**src/rtl/multiplier_using_rca.sv**
```systemverilog
// Unsigned 8x8 array multiplier: partial-product rows summed by ripple-carry adder rows, registered 16-bit product.
// Define MUL_PIPE_STAGE_EN to register the array after row 3 (latency 2 instead of 1).

module full_adder (
  input  logic a,
  input  logic b,
  input  logic c,
  output logic sum,
  output logic cout
);
  assign sum  = a ^ b ^ c;
  assign cout = (a & b) | (a & c) | (b & c);
endmodule

module rca8 (
  input  logic [7:0] a,
  input  logic [7:0] b,
  input  logic       cin,
  output logic [7:0] sum,
  output logic       cout
);
  // Each bit keeps its own carry net so the chain is a plain ripple, not a self-referencing vector.
  for (genvar k = 0; k < 8; k++) begin : g_bit
    logic c_in;
    logic c_out;
    if (k == 0) begin : g_lsb
      assign c_in = cin;
    end else begin : g_mid
      assign c_in = g_bit[k-1].c_out;
    end
    full_adder u_fa (
      .a    (a[k]),
      .b    (b[k]),
      .c    (c_in),
      .sum  (sum[k]),
      .cout (c_out)
    );
  end
  assign cout = g_bit[7].c_out;
endmodule

module multiplier_using_rca (
  input  logic        clk,
  input  logic        rst_n,
  input  logic [7:0]  A,
  input  logic [7:0]  B,
  output logic [15:0] P
);
  logic [7:0]  pp0;
  logic [7:0]  a_st;
  logic [3:0]  b_st;
  logic [7:0]  s3_st;
  logic        c3_st;
  logic [3:0]  p_lo;
  logic [3:0]  p_lo_st;
  logic [15:0] p_next;

  assign pp0 = A & {8{B[0]}};

  // Rows 4..7 read the (optionally registered) upper half of the operands and row-3 result.
  for (genvar i = 1; i < 8; i++) begin : g_row
    logic [7:0] x;
    logic [7:0] y;
    logic [7:0] sum;
    logic       cout;
    if (i < 4) begin : g_front
      assign x = A & {8{B[i]}};
    end else begin : g_back
      assign x = a_st & {8{b_st[i-4]}};
    end
    if (i == 1) begin : g_first
      assign y = {1'b0, pp0[7:1]};
    end else if (i == 4) begin : g_stage
      assign y = {c3_st, s3_st[7:1]};
    end else begin : g_chain
      assign y = {g_row[i-1].cout, g_row[i-1].sum[7:1]};
    end
    rca8 u_rca (
      .a    (x),
      .b    (y),
      .cin  (1'b0),
      .sum  (sum),
      .cout (cout)
    );
  end

  assign p_lo = {g_row[3].sum[0], g_row[2].sum[0], g_row[1].sum[0], pp0[0]};

`ifdef MUL_PIPE_STAGE_EN
  always_ff @(posedge clk or negedge rst_n) begin
    if (!rst_n) begin
      a_st    <= '0;
      b_st    <= '0;
      s3_st   <= '0;
      c3_st   <= 1'b0;
      p_lo_st <= '0;
    end else begin
      a_st    <= A;
      b_st    <= B[7:4];
      s3_st   <= g_row[3].sum;
      c3_st   <= g_row[3].cout;
      p_lo_st <= p_lo;
    end
  end
`else
  assign a_st    = A;
  assign b_st    = B[7:4];
  assign s3_st   = g_row[3].sum;
  assign c3_st   = g_row[3].cout;
  assign p_lo_st = p_lo;
`endif

  assign p_next = {g_row[7].cout, g_row[7].sum,
                   g_row[6].sum[0], g_row[5].sum[0], g_row[4].sum[0], p_lo_st};

  always_ff @(posedge clk or negedge rst_n) begin
    if (!rst_n) P <= '0;
    else        P <= p_next;
  end
endmodule

```
**config.mk**
```make
export PLATFORM = sky130hd
export DESIGN_NAME = multiplier_using_rca
export DESIGN_NICKNAME = d
export VERILOG_FILES = /design/src/rtl/multiplier_using_rca.sv
export SDC_FILE = /design/constraint.sdc
export NUM_CORES = 1
export LEC_CHECK = 0
export BUFFER_PORTS_ARGS = -buffer_cell sky130_fd_sc_hd__buf_4
export CAP_MARGIN = 20
export CORE_ASPECT_RATIO = 0.5
export CORE_MARGIN = 5
export CORE_UTILIZATION = 50
export CTS_CLUSTER_DIAMETER = 150
export DETAILED_ROUTE_END_ITERATION = 10
export GPL_TIMING_DRIVEN = 0
export PLACE_DENSITY = 0.73
export SYNTH_ARGS = -nofsm -noshare
export SYNTH_HDL_FRONTEND = slang
export SYNTH_SLANG_ARGS = --single-unit
```
**constraint.sdc**
```tcl
create_clock -name clk -period 0.8 [get_ports clk]
set_input_delay 0.08 -clock clk [delete_from_list [all_inputs] [get_ports clk]]
set_output_delay 0.08 -clock clk [all_outputs]
set_load 0.02 [all_outputs]
```
Yosys cells after proc, flatten, opt, wreduce, memory -nomap -nowiden
Index checks and enable logic that the tools add are counted.

storage, ports and cells
  bits in registers = 16
  latch bits = 0
  memory bits (writable) = 0
  memories = 0
  ROM bits = 0
  logic and storage cells = 361

operators by class
  equality and inequality tests = 0
  bitwise logic cells = 360
  divide/modulo/power cells = 0
  reduce and logical (&&, ||, !) cells = 0
  multiplexer cells = 0
  magnitude comparators = 0
  shift-type cells = 0
  add/subtract/negate cells = 0
  $mul = 0

operators with widths
  operator           number
  1-bit AND          152
  1-bit bitwise XOR  104
  1-bit OR           96
  8-bit AND          8

Logic depth before layout (Yosys ltp)
Gate-level depths: netlist of the first run.

  depth after elaboration = 52
  gate-level depth with buffers = 27
  mapped depth without buffers = 27

By module
Synthesis of the first run repeated with hierarchy kept, for this count alone.

unflattened totals
  cell total of the unflattened synthesis = 137
  area, all modules = 1,925.6 um^2

by module, submodules not included
  module                times used  area each (um^2)  cells each  sequential area each (um^2)
  full_adder            56          20.0              1           0.0
  multiplier_using_rca  1           804.5             81          400.4

Worst setup path after synthesis of the first run
Ideal clock, no wire load.

  kind = input-to-reg
  start = input port B[0]
  end = register P[14]
  data required time = 0.665 ns
  stages = 25
  arrival = 9.053 ns
  buffers on the path = 0
  slack = -8.389 ns
  cells stage by stage = and2_1 -> ha_1 -> inv_1 -> fa_1 -> fa_1 -> inv_1 -> fa_1 -> fa_1 -> fa_1 -> fa_1 -> fa_1 -> fa_1 -> fa_1 -> fa_1 -> fa_1 -> inv_1 -> fa_1 -> fa_1 -> fa_1 -> inv_1 -> fa_1 -> fa_1 -> fa_1 -> fa_1 -> fa_1

between the ends
  word-level cells in the longest chain between the ends = 50

RTL lines
  what                                  RTL line  source
  from (decl)                           46        input logic [7:0] B,
  8-bit AND *                           58        assign pp0 = A & {8{B[0]}};
  1-bit AND (2 in series)               12        assign cout = (a & b) | (a & c) | (b & c);
  1-bit OR (2 in series)                12
  1-bit AND                             12
  1-bit OR (2 in series)                12
  1-bit AND                             12
  1-bit OR (2 in series)                12
  1-bit AND                             12
  (+28 left out)                        n/a
  1-bit AND                             12
  1-bit OR (2 in series)                12
  1-bit AND                             12
  1-bit OR (2 in series)                12
  1-bit AND                             12
  1-bit OR (2 in series)                12
  1-bit bitwise XOR *                   11        assign sum = a ^ b ^ c;
  via g_row[7].u_rca.g_bit[7].u_fa.sum  8         output logic sum,
  to (signal assigned)                  118       else P <= p_next;
  to (decl)                             47        output logic [15:0] P

Mark *: on every way through the listed nets, which the timed path passes. The rest lies on a longest branch.

Worst setup path after layout of the first run
  start = input port A[0]
  end = register P[14]

between the ends
  word-level cells in the longest chain between the ends = 50

RTL lines
  what                                  RTL line  source
  from (decl)                           45        input logic [7:0] A,
  8-bit AND                             67        assign x = A & {8{B[i]}};
  1-bit AND (2 in series)               12
  1-bit OR (2 in series)                12
  1-bit AND                             12
  1-bit OR (2 in series)                12
  1-bit AND                             12
  1-bit OR (2 in series)                12
  1-bit AND                             12
  (+28 left out)                        n/a
  1-bit AND                             12
  1-bit OR (2 in series)                12
  1-bit AND                             12
  1-bit OR (2 in series)                12
  1-bit AND                             12
  1-bit OR (2 in series)                12
  1-bit bitwise XOR *                   11
  via g_row[7].u_rca.g_bit[7].u_fa.sum  8

Marked as above.

==> results of run 1 <==
metrics by stage:
stage | setup TNS (ps) | setup slack [ps] | utilization | total power [mW]
after floorplan | -69340 | -7700 | - | 5.640
after global placement | -72750 | -7988 | 0.6550 | 6.980
after detailed placement | -73360 | -8058 | 0.6550 | 7.230
after CTS | -70040 | -7722 | 0.7235 | 8.598
after global routing | -71410 | -7832 | 0.7291 | 9.718
final | -68840 | -7590 | 0.7291 | 8.481
area by class of cell:
class,count,area [µm²],area share
tap,51,63.81,0.02467
multi-input combinational,120,1592,0.6154
sequential,16,400.4,0.1548
inverter,26,97.59,0.03774
clock buffer,4,55.05,0.02129
timing repair buffer,38,377.9,0.1461
critical path, cell delays in order:
cell,delay (ps)
buf_8,80
and2_4,150
ha_4,130
inv_2,40
fa_2,350
fa_2,350
fa_2,370
fa_2,340
fa_2,360
fa_1,570
inv_2,40
fa_2,360
fa_1,420
inv_1,80
fa_1,410
inv_1,80
fa_2,440
fa_2,460
fa_2,380
fa_2,540
inv_2,40
fa_2,560
inv_2,40
fa_2,370
fa_2,340
fa_2,350
fa_2,340
fa_1,440
power breakdown:
part	internal, mW	leakage, nW	total, mW	switching, mW
clock	0.437	0.0288	0.735	0.297
sequential	1.26	0.192	1.42	0.153
combinational	3.14	0.909	6.33	3.19
logic make-up after synthesis:
group	share of synthesized area
flops	0.2094
buf+inv	0.05105
simple gates	0.1846
fa+ha+maj	0.5550
layout by cell type (no fill, tap or decap), drive strengths merged:
| cell type | Yosys | final |
|---|---|---|
| clkbuf | 0 | 4 |
| and2 | 45 | 45 |
| ha | 8 | 8 |
| dfrtp | 16 | 16 |
| inv | 26 | 26 |
| buf | 0 | 37 |
| nand2 | 19 | 19 |
| fa | 48 | 48 |
| dlygate4sd3 | 0 | 1 |
final timing paths:
kind / cells after the start / endpoint / from
min in group asynchronous: 2 / P[15] / rst_n
worst max-delay path: 28 / P[14] / A[0]
worst min-delay path: 3 / P[0] / A[0]
max in group asynchronous: 2 / P[1] / rst_n
per-layer routing:
metal  vias up  track usage
met5         -            0
met2        19       0.2732
met3         4      0.03364
met1       614       0.1992
met4         0      0.05517
li1        552            -
timing repair:
item / CTS / global route
resized for setup: 35 / 5
hold buffers: 1 / 0
endpoints found under the hold margin: 16 / 0
endpoints found under the setup margin: 30 / 30
pin swaps: 31 / 5
buffers inserted: 2 / 2
==> metrics.cfg, run 1 <==
[placed_design]
hpwl_um=2789
place.gp.congestion=0.7253
dp_cells=246
place_area_mm2=0.002323
io_buffers=33

[logic_synthesis]
synth_top_area_frac=0.5026
synth_edf_count=0
async_reset_ff_frac=1.000
yosys_warnings=0
avgSynthCellArea_um2=11.80
yosys-top-cells-area=fa_1 (50%), dfrtp_1 (21%), and2_1 (15%)
syn-instance-count=162
yosys.area.top_type=fa_1
synth_common_cells=fa_1 (48), and2_1 (45), inv_1 (26), nand2_1 (19), dfrtp_1 (16)
synth_seq_cells=16
synthMostInstantiatedCell=fa_1
ys.flop_type=dfrtp_1
synth_seq_area_share=0.2094
netlist-cell-type-count=6
syn_area_mm2=0.001912
synth_nets=236

[global_route]
grt_max_degree=17
grt_pass1_vias=1350
grt-ovfl-total=0
grt_antenna_before_repair=0
grt.total_usage=0.1562
grt_pass1_wl_um=6265

[cells_and_area]
diodes=0
top_register=P
final_area_mm2=0.002586
syn2layout_area_growth_pct=35.27
largest_reg_flops=16
finalNonFillerCells=255
nNetsFinal=279
largestRegisters=P (16)
drive_above_1_share=0.4902
final.fill_count=241

[timing]
setup_viol=30
slew_headroom=0.8589
drv_slew=0
final.period_utilization=10.49
worst_slew_pin_slew_ps=211.6
layout_min_cycle_time_ps=8390
max_freq_ghz=0.1192
grt_setup_unrepaired=yes
hold_viol=0
holdWs_ps=163.7
worst_slack_ps=-7590

[floorplan]
start_util=0.5390
fp.coreArea_mm2=0.003547
io_pins=34
die_h_um=53.73
die_w_um=97.45
rows=15
die-area_mm2=0.005236

[drt]
highest_layer=met4
wl_met2_um=1619
antenna_left=0
drtIter0Drc=22
first_pass_iters=4
wl_per_cell_um=13.16
via_per_inst=4.663
drc=0
wl_um=3356
num_vias=1189
wl_met3_um=125
wl_met1_um=1552

[power_and_ir_drop]
p_leak_nw=1.130
ir_worst_vdd_mv=2.165
power.density_mw_per_mm2=3279

[setup_path]
crit_fanout=5
arrival_ps=8520
end_kind=register
cp.required_ps=930
critical_path_class=primary input to register
start_kind=primary input

[clock_tree]
clockBufferDepth=2
cts_tree=yes
clock-sinks=16
cts_made_buffers=3
htreeDepth=1
root_buffer=clkbuf_8
path_clk_slew_ps=70

[flow_run]
drv_cap=0

[hold_path]
hold_class=primary input to register

[outcome]
outcome=finished with violations
violations=setup timing

(Power assumes the default switching activity.)
==> run 2, diff against run 1 <==
- CORE_UTILIZATION: 50 -> 35
- PLACE_DENSITY: 0.73 -> 0.54
- SYNTH_HIERARCHICAL: unset -> 1
==> metrics.cfg, run 2 <==
[cells_and_area]
largestRegisters=P (16)
final.fill_count=514
multi_input_area_mm2=0.001689
largest_reg_flops=16
mostFrequentLayoutCells=and2_1 (58), fa_2 (49), buf_6 (17)
finalNonFillerCells=258
top_register=P
drive_above_1_share=0.5135
syn2layout_area_growth_pct=35.15
diodes=0
regArea_um2=400.4
final_util=0.4823
nNetsFinal=260
final_common_cell=and2_1

[global_route]
grt_max_degree=17
grt.total_usage=0.1019
grt.busiest_layer=met2
met1_usage=0.1471
grt-ovfl-total=0
grt_pass1_wl_um=5871
grt_pass1_vias=1232
met2_usage=0.1506
grt_antenna_before_repair=0
met3_usage=0.02901

[drt]
drc=0
wl_um=3186
num_vias=1063
via_per_inst=4.120
first_pass_iters=3
wl_per_cell_um=12.35
antenna_left=0
drtIter0Drc=11

[floorplan]
die_w_um=114.9
start_util=0.3568
io_pins=34
rows=19
fp.coreArea_mm2=0.005396
die-area_mm2=0.007175
die_h_um=62.45

[timing]
layout_min_cycle_time_ps=8330
setup_viol=30
grt_setup_unrepaired=yes
drv_slew=0
finalSetupTns_ps=-70320
final.period_utilization=10.41
worst_slack_ps=-7530
max_freq_ghz=0.1200
hold_viol=0

[placed_design]
place.gp.congestion=0.6401
hpwl_um=2971
place_ws_ps=-8000
io_buffers=33
dp_cells=250

[setup_path]
end_kind=register
endpoint=P[14]
start_kind=primary input
worstSetupPathDepth=22
critical-path-max-stage-delay_ps=570
cp_cell_sequence=buf_8 -> and2_4 -> fa_2 -> fa_2 -> fa_2 -> fa_2 -> fa_2 -> fa_2 -> fa_2 -> fa_1 -> fa_2 -> fa_2 -> fa_2 -> fa_2 -> fa_2 -> fa_2 -> fa_2 -> fa_2 -> fa_2 -> fa_2 -> fa_2 -> fa_1
crit_slowest_cell=fa_2
startpoint=A[1]
arrival_ps=8460
critPathTopFamily=adder cells
critical_path_class=primary input to register
worstPathBufferInverterCount=1
crit_fanout=2
cp.required_ps=930
cpMostUsedCell=fa_2

[flow_run]
drv_cap=0

[logic_synthesis]
synth_seq_cells=16
async_reset_ff_frac=1.000
syn-instance-count=137
syn_area_mm2=0.001926
synth_common_cells=and2_1 (64), fa_1 (56), dfrtp_1 (16), conb_1 (1)
avgSynthCellArea_um2=14.06
ys.flop_type=dfrtp_1
yosys-top-cells-area=fa_1 (58%), and2_1 (21%), dfrtp_1 (21%)
synth_top_area_frac=0.5822
yosys.area.top_type=fa_1
synth_edf_count=0
synth_seq_area_share=0.2079
yosys_warnings=6
netlist-cell-type-count=4
synthMostInstantiatedCell=and2_1

[clock_tree]
cts_made_buffers=3
clock-sinks=16
path_clk_slew_ps=70
clockBufferDepth=2
cts_tree=yes
root_buffer=clkbuf_8
htreeDepth=1

[outcome]
violations=setup timing
outcome=finished with violations

[power_and_ir_drop]
p_leak_nw=1.064
power.density_mw_per_mm2=4176
total_power_mw=10.87
ir_worst_vdd_mv=2.363

[hold_path]
hold_class=primary input to register

==> run 2: power by group <==
part	internal, mW	total [mW]	leakage (nW)	switching, mW
Clock	0.437	0.735	0.0288	0.298
Combinational	4.57	8.60	0.845	4.03
Sequential	1.38	1.53	0.191	0.151
==> run 2: how the worst min path moves through the flow <==
stage                     startpoint  endpoint  slack, ps  cells past startpoint
final                           A[0]      P[0]         80                      2
after global routing            A[0]      P[0]         80                      2
after CTS                       A[0]      P[0]         60                      2
after detailed placement       rst_n     P[14]        -40                      1
after global placement         rst_n     P[14]        -50                      1
after floorplan                rst_n      P[0]       -220                      0
==> run 2: stage by stage <==
step                instance area, µm²  hold WS (ps)
floorplan                         2085        -215.6
global placement                  2424        -50.00
detailed placement                2424        -44.51
CTS                               2595         64.95
global route                      2603         82.48
finish                            2603         80.43
==> run 2: per-layer routing <==
metal	up-vias	wire length, µm
li1	499	-
met1	543	1494
met2	17	1529
met3	4	121
met4	0	40
met5	-	0
==> run 2: kinds of logic after synthesis <==
| logic type | count (synthesis) | share of synthesized area |
|---|---|---|
| adders and majority gates | 56 | 0.5822 |
| other | 1 | 0.001947 |
| DFF | 16 | 0.2079 |
| and+or+nand+nor | 64 | 0.2079 |
==> run 2: timing repair <==
action                                  CTS  global route
resized for setup                        25             0
buffers inserted                          2             1
pin swaps                                37             5
endpoints found under the setup margin   30            30
endpoints found under the hold margin    16             0
hold buffers                              1             0
==> run 2: final cells by class <==
type / count / share of cell area
repair buffers: 37 / 0.1409
multi-input cells: 128 / 0.6490
clock buffers: 4 / 0.02115
flip-flops and latches: 16 / 0.1538
well taps: 73 / 0.03510
